`src/rtl/subservient_gpio_uart_rx.sv`:
```
// 8N1 serial receiver with a small byte FIFO and sticky error flags.
// Optional input synchroniser: define SUBSERVIENT_UART_RX_SYNC_EN for pad-driven lines.
module subservient_gpio_uart_rx #(
  parameter int unsigned CLKS_PER_BIT = 87,
  parameter int unsigned DEPTH        = 4
) (
  input  logic       i_wb_clk,
  input  logic       i_wb_rst_n,
  input  logic       i_rx,
  output logic [7:0] o_data,
  output logic       o_valid,
  input  logic       i_ready,
  output logic       o_busy,
  output logic       o_frame_err,
  output logic       o_overflow,
  input  logic       i_clr
);

  localparam int unsigned CW = $clog2(CLKS_PER_BIT);
  localparam int unsigned H  = CLKS_PER_BIT / 2;
  localparam int unsigned PW = $clog2(DEPTH);
  localparam logic [CW-1:0] CNT_HALF = CW'(H - 1);
  localparam logic [CW-1:0] CNT_FULL = CW'(CLKS_PER_BIT - 1);
  localparam logic [PW:0]   CNT_MAX  = (PW + 1)'(DEPTH);

  typedef enum logic [2:0] {
    S_IDLE,
    S_START,
    S_DATA,
    S_STOP,
    S_WAIT_IDLE
  } state_t;

  logic rx_s;
  logic rx_prev;

`ifdef SUBSERVIENT_UART_RX_SYNC_EN
  logic [1:0] rx_sync;

  // Two-flop synchroniser, idle-high reset value
  always_ff @(posedge i_wb_clk or negedge i_wb_rst_n) begin
    if (!i_wb_rst_n) rx_sync <= 2'b11;
    else             rx_sync <= {rx_sync[0], i_rx};
  end

  assign rx_s = rx_sync[1];
`else
  assign rx_s = i_rx;
`endif

  state_t          state, state_n;
  logic [CW-1:0]   cnt;
  logic [2:0]      bit_idx;
  logic [7:0]      shreg;
  logic            cnt_clr, shift_en, bit_clr, push, ferr_set;

  // FSM state register
  always_ff @(posedge i_wb_clk or negedge i_wb_rst_n) begin
    if (!i_wb_rst_n) state <= S_IDLE;
    else             state <= state_n;
  end

  // Next-state and sampling strobes
  always_comb begin
    state_n  = state;
    cnt_clr  = 1'b0;
    shift_en = 1'b0;
    bit_clr  = 1'b0;
    push     = 1'b0;
    ferr_set = 1'b0;
    unique case (state)
      S_IDLE: begin
        if (!rx_s && rx_prev) state_n = S_START;
      end
      S_START: begin
        if (cnt == CNT_HALF) begin
          cnt_clr = 1'b1;
          if (!rx_s) begin
            state_n = S_DATA;
            bit_clr = 1'b1;
          end else begin
            state_n = S_IDLE;
          end
        end
      end
      S_DATA: begin
        if (cnt == CNT_FULL) begin
          cnt_clr  = 1'b1;
          shift_en = 1'b1;
          if (bit_idx == 3'd7) state_n = S_STOP;
        end
      end
      S_STOP: begin
        if (cnt == CNT_FULL) begin
          cnt_clr = 1'b1;
          if (rx_s) begin
            push    = 1'b1;
            state_n = S_IDLE;
          end else begin
            ferr_set = 1'b1;
            state_n  = S_WAIT_IDLE;
          end
        end
      end
      S_WAIT_IDLE: begin
        if (rx_s) state_n = S_IDLE;
      end
      default: state_n = S_IDLE;
    endcase
    if (state_n != state) cnt_clr = 1'b1;
  end

  // Bit timing counter, bit index, shift register and busy flag
  always_ff @(posedge i_wb_clk or negedge i_wb_rst_n) begin
    if (!i_wb_rst_n) begin
      rx_prev <= 1'b1;
      cnt     <= '0;
      bit_idx <= '0;
      shreg   <= '0;
      o_busy  <= 1'b0;
    end else begin
      rx_prev <= rx_s;
      cnt     <= cnt_clr ? '0 : cnt + CW'(1);
      if (bit_clr)       bit_idx <= '0;
      else if (shift_en) bit_idx <= bit_idx + 3'd1;
      if (shift_en) shreg <= {rx_s, shreg[7:1]};
      o_busy <= (state_n != S_IDLE);
    end
  end

  logic [7:0]  mem   [DEPTH];
  logic [7:0]  mem_n [DEPTH];
  logic [PW-1:0] wr_ptr, wr_ptr_n, rd_ptr, rd_ptr_n;
  logic [PW:0]   count, count_n;
  logic          full, do_pop, push_ok, ovf_set;

  assign full    = (count == CNT_MAX);
  assign do_pop  = o_valid & i_ready;
  assign push_ok = push & (~full | do_pop);
  assign ovf_set = push & full & ~do_pop;

  // FIFO next-state: a push into a full FIFO is allowed when the head leaves this cycle
  always_comb begin
    mem_n    = mem;
    wr_ptr_n = wr_ptr;
    rd_ptr_n = rd_ptr;
    count_n  = count;
    if (push_ok) begin
      mem_n[wr_ptr] = shreg;
      wr_ptr_n      = wr_ptr + PW'(1);
    end
    if (do_pop) rd_ptr_n = rd_ptr + PW'(1);
    unique case ({push_ok, do_pop})
      2'b10:   count_n = count + (PW + 1)'(1);
      2'b01:   count_n = count - (PW + 1)'(1);
      default: count_n = count;
    endcase
  end

  // FIFO storage, pointers and registered head/valid outputs
  always_ff @(posedge i_wb_clk or negedge i_wb_rst_n) begin
    if (!i_wb_rst_n) begin
      for (int i = 0; i < DEPTH; i++) mem[i] <= '0;
      wr_ptr  <= '0;
      rd_ptr  <= '0;
      count   <= '0;
      o_data  <= '0;
      o_valid <= 1'b0;
    end else begin
      mem     <= mem_n;
      wr_ptr  <= wr_ptr_n;
      rd_ptr  <= rd_ptr_n;
      count   <= count_n;
      o_data  <= mem_n[rd_ptr_n];
      o_valid <= (count_n != '0);
    end
  end

  // Sticky flags; a set event wins over a simultaneous clear
  always_ff @(posedge i_wb_clk or negedge i_wb_rst_n) begin
    if (!i_wb_rst_n) begin
      o_frame_err <= 1'b0;
      o_overflow  <= 1'b0;
    end else begin
      o_frame_err <= ferr_set | (o_frame_err & ~i_clr);
      o_overflow  <= ovf_set  | (o_overflow  & ~i_clr);
    end
  end

endmodule

```
`config.mk`:
```
export PLATFORM = sky130hd
export DESIGN_NAME = subservient_gpio_uart_rx
export DESIGN_NICKNAME = d
export VERILOG_FILES = /design/src/rtl/subservient_gpio_uart_rx.sv
export SDC_FILE = /design/constraint.sdc
export NUM_CORES = 1
export LEC_CHECK = 0
export CAP_MARGIN = 0
export CORE_MARGIN = 2
export CORE_UTILIZATION = 67
export CTS_BUF_LIST = sky130_fd_sc_hd__clkbuf_8
export DETAILED_ROUTE_END_ITERATION = 7
export HOLD_SLACK_MARGIN = 0.03
export PLACE_DENSITY = 0.88
export SETUP_SLACK_MARGIN = 0.02
export SLEW_MARGIN = 25
export SYNTH_ARGS = -nofsm -noshare
export SYNTH_HDL_FRONTEND = slang
export SYNTH_SLANG_ARGS = --single-unit
```
`constraint.sdc`:
```
create_clock -name i_wb_clk -period 7.26 [get_ports i_wb_clk]
set_clock_uncertainty 0.15 [all_clocks]
set_input_delay 1.089 -clock i_wb_clk [delete_from_list [all_inputs] [get_ports i_wb_clk]]
set_output_delay 1.089 -clock i_wb_clk [all_outputs]
set_load 0.02 [all_outputs]
```
== After elaboration in Yosys (flattened, before gate mapping) ==
Index checks and enable logic that the tools add are counted.

* Bits in writable memories: 0
* Output and inout port bits: 12
* Memories: 0
* Latch bits: 0
* Logic and storage cells: 93
* Register bits: 73
* Bits of input ports: 5
* Bits in read-only memories: 0

* $lt $le $gt $ge: 3
* Bitwise operators: 14
* $add $sub $neg: 6
* Shift operators: 0
* Div/mod/pow operators: 0
* Reductions and logical operators: 8
* Mux-type cells: 34
* Multiply operators: 0
* Equal/unequal tests: 11

{| class="wikitable"
|+ Operators with widths
! kind !! number
|-
| 32-bit bitwise mux || 1
|-
| 32-bit two-way mux || 1
|-
| 3-bit two-way mux || 9
|-
| 8-bit two-way mux || 3
|-
| 8-bit binary-select mux with 2-bit select || 1
|-
| 8-bit demux with 2-bit select || 1
|-
| 3-bit one-hot mux with 5 select lines || 1
|-
| 1-bit two-way mux || 12
|-
| 3-bit == test (second input constant) || 3
|-
| 7-bit by 1-bit adder with 7-bit output (second input constant) || 1
|-
| 7-bit by 6-bit == test with 1-bit output (second input constant) || 1
|-
| 7-bit == test (second input constant) || 1
|-
| 7-bit two-way mux || 1
|-
| 3-bit by 1-bit adder with 3-bit output (second input constant) || 2
|-
| 1-bit bitwise AND || 6
|-
| 3-bit by 2-bit == test with 1-bit output (second input constant) || 2
|-
| 3-bit >= comparator (second input constant) || 2
|-
| 2-bit inverter with 3-bit output || 2
|-
| 3-bit one-hot mux with 2 select lines || 1
|-
| 3-bit nonzero test || 2
|-
| 2-bit by 1-bit adder with 2-bit output (second input constant) || 2
|-
| 2-bit two-way mux || 2
|-
| 3-bit by 1-bit == test with 1-bit output (second input constant) || 1
|-
| 3-bit zero test || 1
|-
| 12 further kinds || 17
|}

== Depth between registers and ports, before layout ==
Gate-level depths: netlist of run 1.

* Depth after elaboration: 10
* Gate-level depth with buffers: 14
* Depth with buffers taken out: 12

== Worst setup path before layout of run 1 ==
Ideal clock, no wire load.

* Kind: input-to-reg
* From: input i_ready
* To: register o_valid
* Slack: 4.130 ns
* Required time: 6.979 ns
* Stages: 11
* Library setup time: 0.131 ns
* Path buffers: 1
* Data arrival time: 2.848 ns
* Cell sequence: nand2_1 nand3_1 nand3_2 buf_2 ha_1 inv_1 fa_1 xor2_1 nor2_1 xor2_1 or3_1

* Cells in the longest elaborated chain, start to end: 6
* Elaborated cells between the ends (all ways): 7
* Classes of those cells: eq/ne (2); mux (1); bitwise (3); reduce/logical (1)

{| class="wikitable"
|+ RTL lines
! element !! RTL line !! text
|-
| from (decl) || 12 || <nowiki>input logic i_ready,</nowiki>
|-
| 1-bit bitwise AND * || 138 || <nowiki>assign do_pop = o_valid & i_ready;</nowiki>
|-
| 1-bit bitwise OR || 139 || <nowiki>assign push_ok = push & (~full | do_pop);</nowiki>
|-
| 1-bit bitwise AND || 139 ||
|-
| 2-bit by 1-bit == test with 1-bit output or 2-bit == test (tied branches) || 153 || <nowiki>unique case ({push_ok, do_pop})</nowiki>
|-
| 3-bit one-hot mux with 2 select lines * || 153 ||
|-
| net count_n[2] || 134 || <nowiki>logic [PW:0] count, count_n;</nowiki>
|-
| 3-bit nonzero test * || 175 || <nowiki>o_valid <= (count_n != '0);</nowiki>
|-
| to (signal assigned) || 175 ||
|-
| to (decl) || 11 || <nowiki>output logic o_valid,</nowiki>
|}

Mark *: on every way through the listed nets, which the timed path passes. The rest lies on a longest branch.
A chain may end at the register's enable or synchronous reset.

== Worst setup path in the final report of run 1 ==
* From: input i_rx
* To: register o_valid

* Cells in the longest elaborated chain, start to end: 7
* Elaborated cells between the ends (all ways): 8
* Classes of those cells: eq/ne (2); mux (4); bitwise (1); reduce/logical (1)

{| class="wikitable"
|+ RTL lines
! element !! RTL line !! text
|-
| from (decl) || 9 || <nowiki>input logic i_rx,</nowiki>
|-
| 1-bit two-way mux * || 96 || <nowiki>if (rx_s) begin</nowiki>
|-
| 1-bit two-way mux * || 94 || <nowiki>if (cnt == CNT_FULL) begin</nowiki>
|-
| 1-bit two-way mux * || 71 || <nowiki>unique case (state)</nowiki>
|-
| 1-bit bitwise AND * || 139 ||
|-
| 2-bit by 1-bit == test with 1-bit output or 2-bit == test (tied branches) || 153 ||
|-
| 3-bit one-hot mux with 2 select lines * || 153 ||
|-
| net count_n[2] || 134 ||
|-
| 3-bit nonzero test * || 175 ||
|}

Marks and branches as above.

==> out/results.txt, run 1 <==
status - completed
final worst path period need - 3.45 ns
top-area cell type share of the netlist area - 0.530
Port Buffers - 16
initial antenna violation count - 0
Max clock buf depth - 2
clock-pin transition on the worst setup and hold timing paths - 0.07 ns
WP data required - 7.34 ns
Worst Max-Slew Pin Slew - 0.879 ns
Core Region - 0.00482 mm2
Synth cell types - 44
Seq/Total Area, Yosys - 0.538
metal3 WL - 244 um
Post-synth EDFFs - 0
share of cells above drive strength 1 - 0.218
Synth async-reset ratio - 1.00
ANT cells - 0
Area Growth Syn to Fin - 11.3%
drt initial violations - 109
pin count of the biggest net entering global routing - 74
Starting Density - 0.705
Worst VDD drop - 243 uV
1st-pass router iterations - 5
FP Rows - 25
max-cap viol count - 0
critical path startpoint category - input pin
Top Metal Used - met4
P_leak - 1.73 nW
CTS tree - done
CTS Buf Count - 9
ys flop type - dfrtp_1
routed metal-1 wirelength - 3.05 mm
Area after DPL - 0.00359 mm2
post-synthesis net count - 285
ANT nets after route - 0
Die X-Extent - 75.2 um
CTS sink cnt - 73
fin area - 0.00378 mm2
final setup fails - 0
total gr overflow - 0
Worst Setup Path Type - input pin to flop
most frequent cells in the layout - dfrtp_1, mux2_2, o31ai_1, o32ai_1
met2 wire length - 3.27 mm
IO Pins - 17
Setup Buffers After CTS - 0
Yosys warning count - 0
CTS H-tree lvls - 3
Setup TNS - 0 ns
Worst setup EP type - flop
final hold violations - 0
area of the die - 0.00566 mm2
residual DRC count - 0
vias per inst - 6.27
Post-CTS Hold Fix Bufs - 0
WL final - 6.71 mm
first-pass GRT wire length - 10.9 mm
clock tree root buffer cell - clkbuf_8
Pins Over Slew Limit - 0
Hold WC Path Type - flop to flop
Resized cells post-CTS - 0
slew margin rel. - 0.414
Worst Path Max Fanout - 18
vias - 2,262
Skew-Pair Late Insertion Delay - 0.35 ns
CP Data Arrival Time - 3.52 ns
vias in the first global route - 2,238
commonest non-fill, non-tap cell in the layout - dfrtp_1
GR Util All Layers - 0.268
synthesized area - 0.00340 mm2
Pwr Density - 340 mW/mm2
nets@finish - 304
RSZ-0062 raised after global routing - false
Yosys top cell by area - dfrtp_1
f_max - 290 MHz
Final period util - 0.475
Post-DP HPWL - 4.27 mm
routability cong. - 0.813
drt wl/cell - 18.6 um
Synth area leaders - dfrtp_1, mux2_2, o32ai_1, o31ai_1, ha_1
Yosys reg bits - 73
Die H - 75.2 um
post-synthesis instance total - 270
Syn Area/Cell - 12.6 um2
-- sequential cells by signal, indices dropped and copies added, names as in the netlist --
register     flops
mem             32
o_data           8
shreg            8
cnt              7
bit_idx          3
count            3
state            3
rd_ptr           2
wr_ptr           2
o_busy           1
o_frame_err      1
o_overflow       1
o_valid          1
rx_prev          1
-- cell usage after synthesis, types with 3 or more instances --
library cell   n
nand3_1        7
a21oi_1        3
mux2_2        39
clkbuf_1       4
and3_1         3
xnor2_1        6
inv_1         12
o22ai_1       10
nor2_1        16
o32ai_1       16
dfrtp_1       72
nand2_1        9
o31ai_1       16
xor2_1         6
nor2b_1        3
ha_1           9
mux2i_1        5
-- power by group --
group          internal (mW)  total [mW]  switching [mW]
Clock                  0.163       0.305           0.142
Sequential             0.472       0.519          0.0464
Combinational          0.190       0.463           0.273
-- metrics by stage --
step	total power [mW]	util	instances	hold WS [ns]	worst slack, ns
finish	1.29	0.785	361	0.357	3.81
detailed placement	0.979	0.746	345	0.345	3.46
global route	1.36	0.785	361	0.378	3.66
CTS	1.29	0.785	361	0.360	3.84
global placement	0.958	0.746	345	0.328	3.55
floorplan	0.841	-	270	0.314	4.13
-- per-layer routing --
layer | global-route usage | vias to the layer above
li1 | - | 1048
met1 | 0.347 | 1149
met2 | 0.427 | 53
met3 | 0.0616 | 12
met4 | 0.136 | 0
met5 | 0 | -
-- kinds of logic after synthesis --
group	Yosys count	synth area share
AOI/OAI and AO/OA	53	0.119
xor gates and xnor gates	12	0.0309
adders and majority gates	10	0.0390
DFF	73	0.538
buffers and inverters	23	0.0320
muxes	45	0.147
and+or+nand+nor	54	0.0935
-- final timing paths --
check	depth (start not counted)	to	start	slack, ns
max in group asynchronous	2	mem[2]$_DFF_PN0_	i_wb_rst_n	5.60
min in group asynchronous	2	mem[16]$_DFF_PN0_	i_wb_rst_n	0.78
worst min register to register	1	cnt[0]$_DFF_PN0_	cnt[0]$_DFF_PN0_	0.36
worst max-delay path	10	o_valid$_DFF_PN0_	i_rx	3.81
worst max register to register	12	o_valid$_DFF_PN0_	cnt[0]$_DFF_PN0_	4.09
worst min-delay path	1	cnt[0]$_DFF_PN0_	cnt[0]$_DFF_PN0_	0.36
-- cell type report --
cell class	count	area, um2
clock buffers	10	138
clock inverters	6	51.3
fillers	297	1030
inverters	13	48.8
multi-input cells	174	1460
flip-flops and latches	73	1830
well taps	67	83.8
repair buffers	18	170
-- worst max-delay path: stages --
cell and delay (ns):
clkdlybuf4s50_1 0.57, and2_1 0.24, nand3_2 0.32, ha_1 0.36
inv_1 0.08, fa_1 0.17, xor2_1 0.16, nor2_1 0.08
xor2_1 0.15, or3_1 0.30
Power figures use the tool's default switching activity.
==> inputs of run 2 (changes only) <==
Settings changed: CORE_UTILIZATION 67 to 56, PLACE_DENSITY 0.88 to 0.79.
Clock period 7.26 ns to 3.1 ns, I/O delays scaled along.
==> run 2 against run 1 <==
Effect of this change:
- die area rose by 19%
- setup slack worse by 3.5 ns
- first-iteration DRC count rose by 26%
- worst hold slack lost 0.20 ns
- sequential share of layout area decreased by 2.1 points
- total power grew to 2.6 times the previous value
==> out/results.txt, run 2 (synthesis results as in run 1) <==
status - completed
Die H - 81.9 um (+8.9%)
Largest register FFs - 32 (unchanged)
total gr overflow - 0 (unchanged)
Worst Path Max Fanout - 8 (-10)
routed metal-1 wirelength - 2.95 mm (-3.4%)
Starting Density - 0.577 (-0.128)
clock tree root buffer cell - clkbuf_8
Top reg by flops - mem
Most common cell on crit path - xor2_1
Resized cells post-CTS - 0 (unchanged)
ANT nets after route - 0 (unchanged)
WP data required - 3.17 ns (-4.17 ns)
CP cell instances - nor2b_1, and3_1, nand3_2, ha_1, inv_1, fa_1, xor2_1, nor2_1, xor2_1, or3_1
vias in the first global route - 2,281 (+1.9%)
drt wl/cell - 17.9 um (-3.8%)
slowest CP cell - nor2b_1
metal3 WL - 260 um (+6.6%)
Worst setup EP type - flop
FP Rows - 28 (+12%)
CP delay by family, top - simple AND/OR/NAND/NOR gates
Skew-Pair Late Insertion Delay - 0.34 ns (about the same)
drt initial violations - 137 (+26%)
Core Region - 0.00589 mm2 (+22%)
Worst Max-Slew Pin Slew - 0.896 ns (+0.0177 ns)
max-cap viol count - 0 (unchanged)
area of the die - 0.00671 mm2 (+19%)
Worst VDD drop - 532 uV (+120%)
nets@finish - 314 (+3.3%)
most frequent cells in the layout - dfrtp_1, mux2_2, nor2_1, o31ai_1, o32ai_1
Post-CTS Hold Fix Bufs - 0 (unchanged)
critical path startpoint category - flop
final hold violations - 0 (unchanged)
slew margin rel. - 0.402 (-0.0118)
residual DRC count - 0 (unchanged)
clock-pin transition on the worst setup and hold timing paths - 0.08 ns (about the same)
biggest regs - mem (32), o_data (8), shreg (8)
pin count of the biggest net entering global routing - 74 (unchanged)
vias per inst - 6.00 (-4.2%)
ANT cells - 0 (unchanged)
f_max - 365 MHz
Setup Buffers After CTS - 0 (unchanged)
Pins Over Slew Limit - 0 (unchanged)
IO Pins - 17 (unchanged)
Hold WC Path Type - input pin to async pin
CTS H-tree lvls - 3 (unchanged)
P_leak - 1.81 nW (+4.6%)
Area Growth Syn to Fin - 16.3%
max incr delay on CP - 0.52 ns (-0.05 ns)
Port Buffers - 16 (unchanged)
Die X-Extent - 81.9 um (+8.9%)
Post-DP HPWL - 4.24 mm (-0.77%)
Final period util - 0.884
WL final - 6.78 mm (+0.95%)
CP bufs+invs - 1 (-1)
met2 wire length - 3.41 mm (+4.3%)
CTS Buf Count - 9 (unchanged)
CP Data Arrival Time - 2.81 ns (-0.71 ns)
RSZ-0062 raised after global routing - false
Max clock buf depth - 2 (unchanged)
CTS sink cnt - 73 (unchanged)
vias - 2,274 (+0.53%)
first-pass GRT wire length - 11.1 mm (+1.5%)
commonest non-fill, non-tap cell in the layout - dfrtp_1
routability cong. - 0.822 (+1.0%)
final setup fails - 0 (unchanged)
final worst path period need - 2.74 ns
Pwr Density - 845 mW/mm2 (+150%)
Top Metal Used - met4
GR Util All Layers - 0.225 (-0.0434)
CTS tree - done
1st-pass router iterations - 6 (+1)
Worst Setup Path Type - flop to flop
initial antenna violation count - 0 (unchanged)
share of cells above drive strength 1 - 0.253 (+0.0356)
Setup TNS - 0 ns (unchanged)
Hold WS - 0.157 ns (-0.200 ns)
[run 2: cell count changes in the layout (fill, tap and decap cells not counted)]
cell,previous run,this run
clkbuf_8,10,9
nor2_2,2,1
xnor2_2,0,1
clkinv_2,2,1
bufinv_16,1,4
buf_4,2,12
clkinv_4,0,2
nor2_1,15,16
inv_1,15,12
xnor2_1,6,5
[run 2: report_power, final]
part	internal, mW	switching (mW)	leakage [nW]	total, mW
registers	1.10	0.108	0.955	1.21
clock network	0.617	0.363	0.133	0.980
logic	0.497	0.650	0.721	1.15
total	2.22	1.12	1.81	3.34
[run 2: metrics by stage]
step           setup WS (ns)  instances  instance area [um2]  power, mW  utilization
2_1_floorplan          0.160        270                 3400       1.97            -
6_report               0.360        379                 3950       3.34        0.671
4_1_cts                0.365        379                 3950       3.35        0.671
5_1_grt                0.136        379                 3950       3.54        0.671
3_3_place_gp           0.421        363                 3680       2.32        0.626
3_5_place_dp           0.337        363                 3680       2.36        0.626
[run 2: layout make-up]
class / count / area (um2)
sequential: 73 / 1830
timing repair buffer: 28 / 245
multi-input combinational: 174 / 1470
inverter: 13 / 48.8
clock inverter: 7 / 143
clock buffer: 9 / 124
fill: 402 / 1930
tap: 75 / 93.8
[run 2: path summary, 6_finish.rpt]
path / from / endpoint / slack (ns) / cells past startpoint
setup / recovery: state[1]$_DFF_PN0_ / o_valid$_DFF_PN0_ / 0.36 / 10
hold / removal: i_wb_rst_n / cnt[2]$_DFF_PN0_ / 0.16 / 2
setup reg to reg: state[1]$_DFF_PN0_ / o_valid$_DFF_PN0_ / 0.36 / 10
hold reg to reg: cnt[0]$_DFF_PN0_ / cnt[0]$_DFF_PN0_ / 0.35 / 1
max in group asynchronous: i_wb_rst_n / wr_ptr[0]$_DFFE_PN0P_ / 2.05 / 2
min in group i_wb_clk: cnt[0]$_DFF_PN0_ / cnt[0]$_DFF_PN0_ / 0.35 / 1
[run 2: worst reg2reg max path, stage by stage, from the launching register on]
cell and delay (ns):
dfrtp_1 0.39, nor2b_1 0.52, and3_1 0.28, nand3_2 0.09, ha_1 0.24, inv_1 0.09, fa_1 0.20, xor2_1 0.15
nor2_1 0.06, xor2_1 0.15, or3_1 0.31
[run 2: per-layer routing]
| layer | GRT usage | up-vias |
|---|---|---|
| li1 | - | 1065 |
| met2 | 0.367 | 48 |
| met4 | 0.103 | 0 |
| met1 | 0.285 | 1146 |
| met5 | 0 | - |
| met3 | 0.0516 | 15 |
==> inputs of run 3 (changes only) <==
Settings changed: CORE_MARGIN 2 to unset, CORE_UTILIZATION 56 to 23, PLACE_DENSITY 0.79 to 0.4, SLEW_MARGIN 25 to 20.
==> run 3 against run 2 <==
Effect of this change:
- global-route usage shrank 11 points
- final area rose by 2.8%
- routed wire length is 12% higher
- maximum frequency up 0.26%
- register-to-register slack is essentially flat
- flip-flop and latch count is the same
- die area rose by 130%
- combinational power up 3%
- sequential power about the same
- largest cell class unchanged
==> out/results.txt, run 3 (synthesis results as in run 1) <==
routability cong. - 0.786 (-4.3%)
vias in the first global route - 2,329 (+2.1%)
Pint - 2.11 mW (-5.1%)
Pins Over Slew Limit - 0 (unchanged)
Post-CTS Hold Fix Bufs - 0 (unchanged)
FP Rows - 44 (+57%)
CTS sink cnt - 73 (unchanged)
Worst setup EP type - flop
Resized cells post-CTS - 0 (unchanged)
Sw Share - 0.356 (+0.0206)
Port Buffers - 16 (unchanged)
area of the die - 0.0153 mm2 (+130%)
Comb power frac - 0.363 (+0.020)
Skew-Pair Late Insertion Delay - 0.36 ns (+0.02 ns)
status - completed
Pwr Density - 806 mW/mm2 (-4.7%)
Top reg by flops - mem
Largest register FFs - 32 (unchanged)
max-cap viol count - 0 (unchanged)
clock power share - 0.267 (-0.026)
Hold WC Path Type - input pin to async pin
Max clock buf depth - 2 (unchanged)
final hold violations - 0 (unchanged)
f_max - 366 MHz (+0.26%)
Final period util - 0.882 (-0.00228)
Final Non-Filler Cells - 489 (+29%)
1st-pass router iterations - 4 (-2)
P_leak - 1.80 nW (-0.40%)
share of cells above drive strength 1 - 0.252 (-0.000830)
initial antenna violation count - 0 (unchanged)
Reg power frac - 0.370 (+0.007)
CTS H-tree lvls - 3 (unchanged)
RSZ-0062 raised after global routing - false
first-pass GRT wire length - 12.7 mm (+14%)
setup slack after layout - 0.367 ns (+0.00706 ns)
ANT nets after route - 0 (unchanged)
residual DRC count - 0 (unchanged)
clock-pin transition on the worst setup and hold timing paths - 0.08 ns (about the same)
pin count of the biggest net entering global routing - 74 (unchanged)
vias per inst - 4.64 (-23%)
net switching power - 1.17 mW (+4.0%)
Setup Buffers After CTS - 0 (unchanged)
Setup WS pre-CTS - 0.338 ns (+0.00185 ns)
Hold WS - 0.0991 ns (-0.0582 ns)
CTS Buf Count - 9 (unchanged)
Worst Path Max Fanout - 8 (unchanged)
Starting Density - 0.235 (-0.343)
drt initial violations - 182 (+33%)
drt wl/cell - 15.6 um (-13%)
Area Growth Syn to Fin - 19.5%
placed cell count - 473 (+30%)
Die H - 124 um (+51%)
Core Region - 0.0145 mm2 (+150%)
most frequent cells in the layout - dfrtp_1, mux2_2, nor2_1, o31ai_1, o32ai_1
final setup fails - 0 (unchanged)
Post-DP HPWL - 4.82 mm (+14%)
biggest regs - mem (32), o_data (8), shreg (8)
WL final - 7.61 mm (+12%)
final worst path period need - 2.73 ns (-0.00706 ns)
Die X-Extent - 124 um (+51%)
slew margin rel. - 0.365 (-0.0378)
Worst Max-Slew Pin Slew - 0.953 ns (+0.0567 ns)
critical path startpoint category - flop
Worst VDD drop - 241 uV (-55%)
Pwr Total - 3.27 mW (-2.0%)
total gr overflow - 0 (unchanged)
WP data required - 3.19 ns (+0.02 ns)
Worst Setup Path Type - flop to flop
IO Pins - 17 (unchanged)
CTS tree - done
clock tree root buffer cell - clkbuf_8
Setup TNS - 0 ns (unchanged)
ANT cells - 0 (unchanged)
vias - 2,267 (-0.31%)
GR Util All Layers - 0.114 (-0.111)
commonest non-fill, non-tap cell in the layout - dfrtp_1
nets@finish - 315 (+0.32%)
CP Data Arrival Time - 2.82 ns (about the same)
[run 3: power by group through the flow]
stage / logic [mW] / clock network [mW] / registers [mW]
2_1_floorplan: 0.709 / 0 / 1.26
3_3_place_gp: 1.18 / 0 / 1.23
3_5_place_dp: 1.20 / 0 / 1.23
4_1_cts: 1.21 / 0.901 / 1.21
5_1_grt: 1.32 / 0.948 / 1.24
6_report: 1.19 / 0.872 / 1.21
[run 3: layer usage]
metal	global-route usage	part of all wire	vias to the layer above	wire (um)
met5	0	0	-	0
met4	0.0565	0.019	0	143
met3	0.0304	0.027	11	209
met2	0.178	0.48	30	3670
met1	0.144	0.47	1163	3590
li1	-	-	1063	-
[run 3: final cells by class]
class / instances / area [um2]
inverter: 13 / 48.8
multi-input combinational: 174 / 1470
tap: 184 / 230
timing repair buffer: 29 / 255
fill: 1497 / 10400
clock inverter: 5 / 77.6
clock buffer: 11 / 151
sequential: 73 / 1830
[run 3: worst max-delay path, stage by stage, from the launching register on]
cell,delay [ns]
dfrtp_1,0.41
nor2b_1,0.56
and3_1,0.29
nand3_2,0.09
ha_1,0.23
inv_1,0.07
fa_1,0.17
xor2_1,0.14
nor2_1,0.06
xor2_1,0.15
or3_1,0.30
[run 3: final timing paths]
check	start	end	slack, ns	depth (start not counted)
setup / recovery	state[1]$_DFF_PN0_	o_valid$_DFF_PN0_	0.37	10
hold / removal	i_wb_rst_n	o_data[5]$_DFF_PN0_	0.1	1
setup reg to reg	state[1]$_DFF_PN0_	o_valid$_DFF_PN0_	0.37	10
hold reg to reg	mem[31]$_DFF_PN0_	mem[31]$_DFF_PN0_	0.35	1
max in group asynchronous	i_wb_rst_n	cnt[5]$_DFF_PN0_	2.07	1
min in group i_wb_clk	mem[31]$_DFF_PN0_	mem[31]$_DFF_PN0_	0.35	1
[run 3: metrics by stage]
| step | area, um2 | util |
|---|---|---|
| 5_1_grt | 4060 | 0.280 |
| 3_3_place_gp | 3830 | 0.265 |
| 6_report | 4060 | 0.280 |
| 3_5_place_dp | 3830 | 0.265 |
| 4_1_cts | 4060 | 0.280 |
| 2_1_floorplan | 3400 | - |
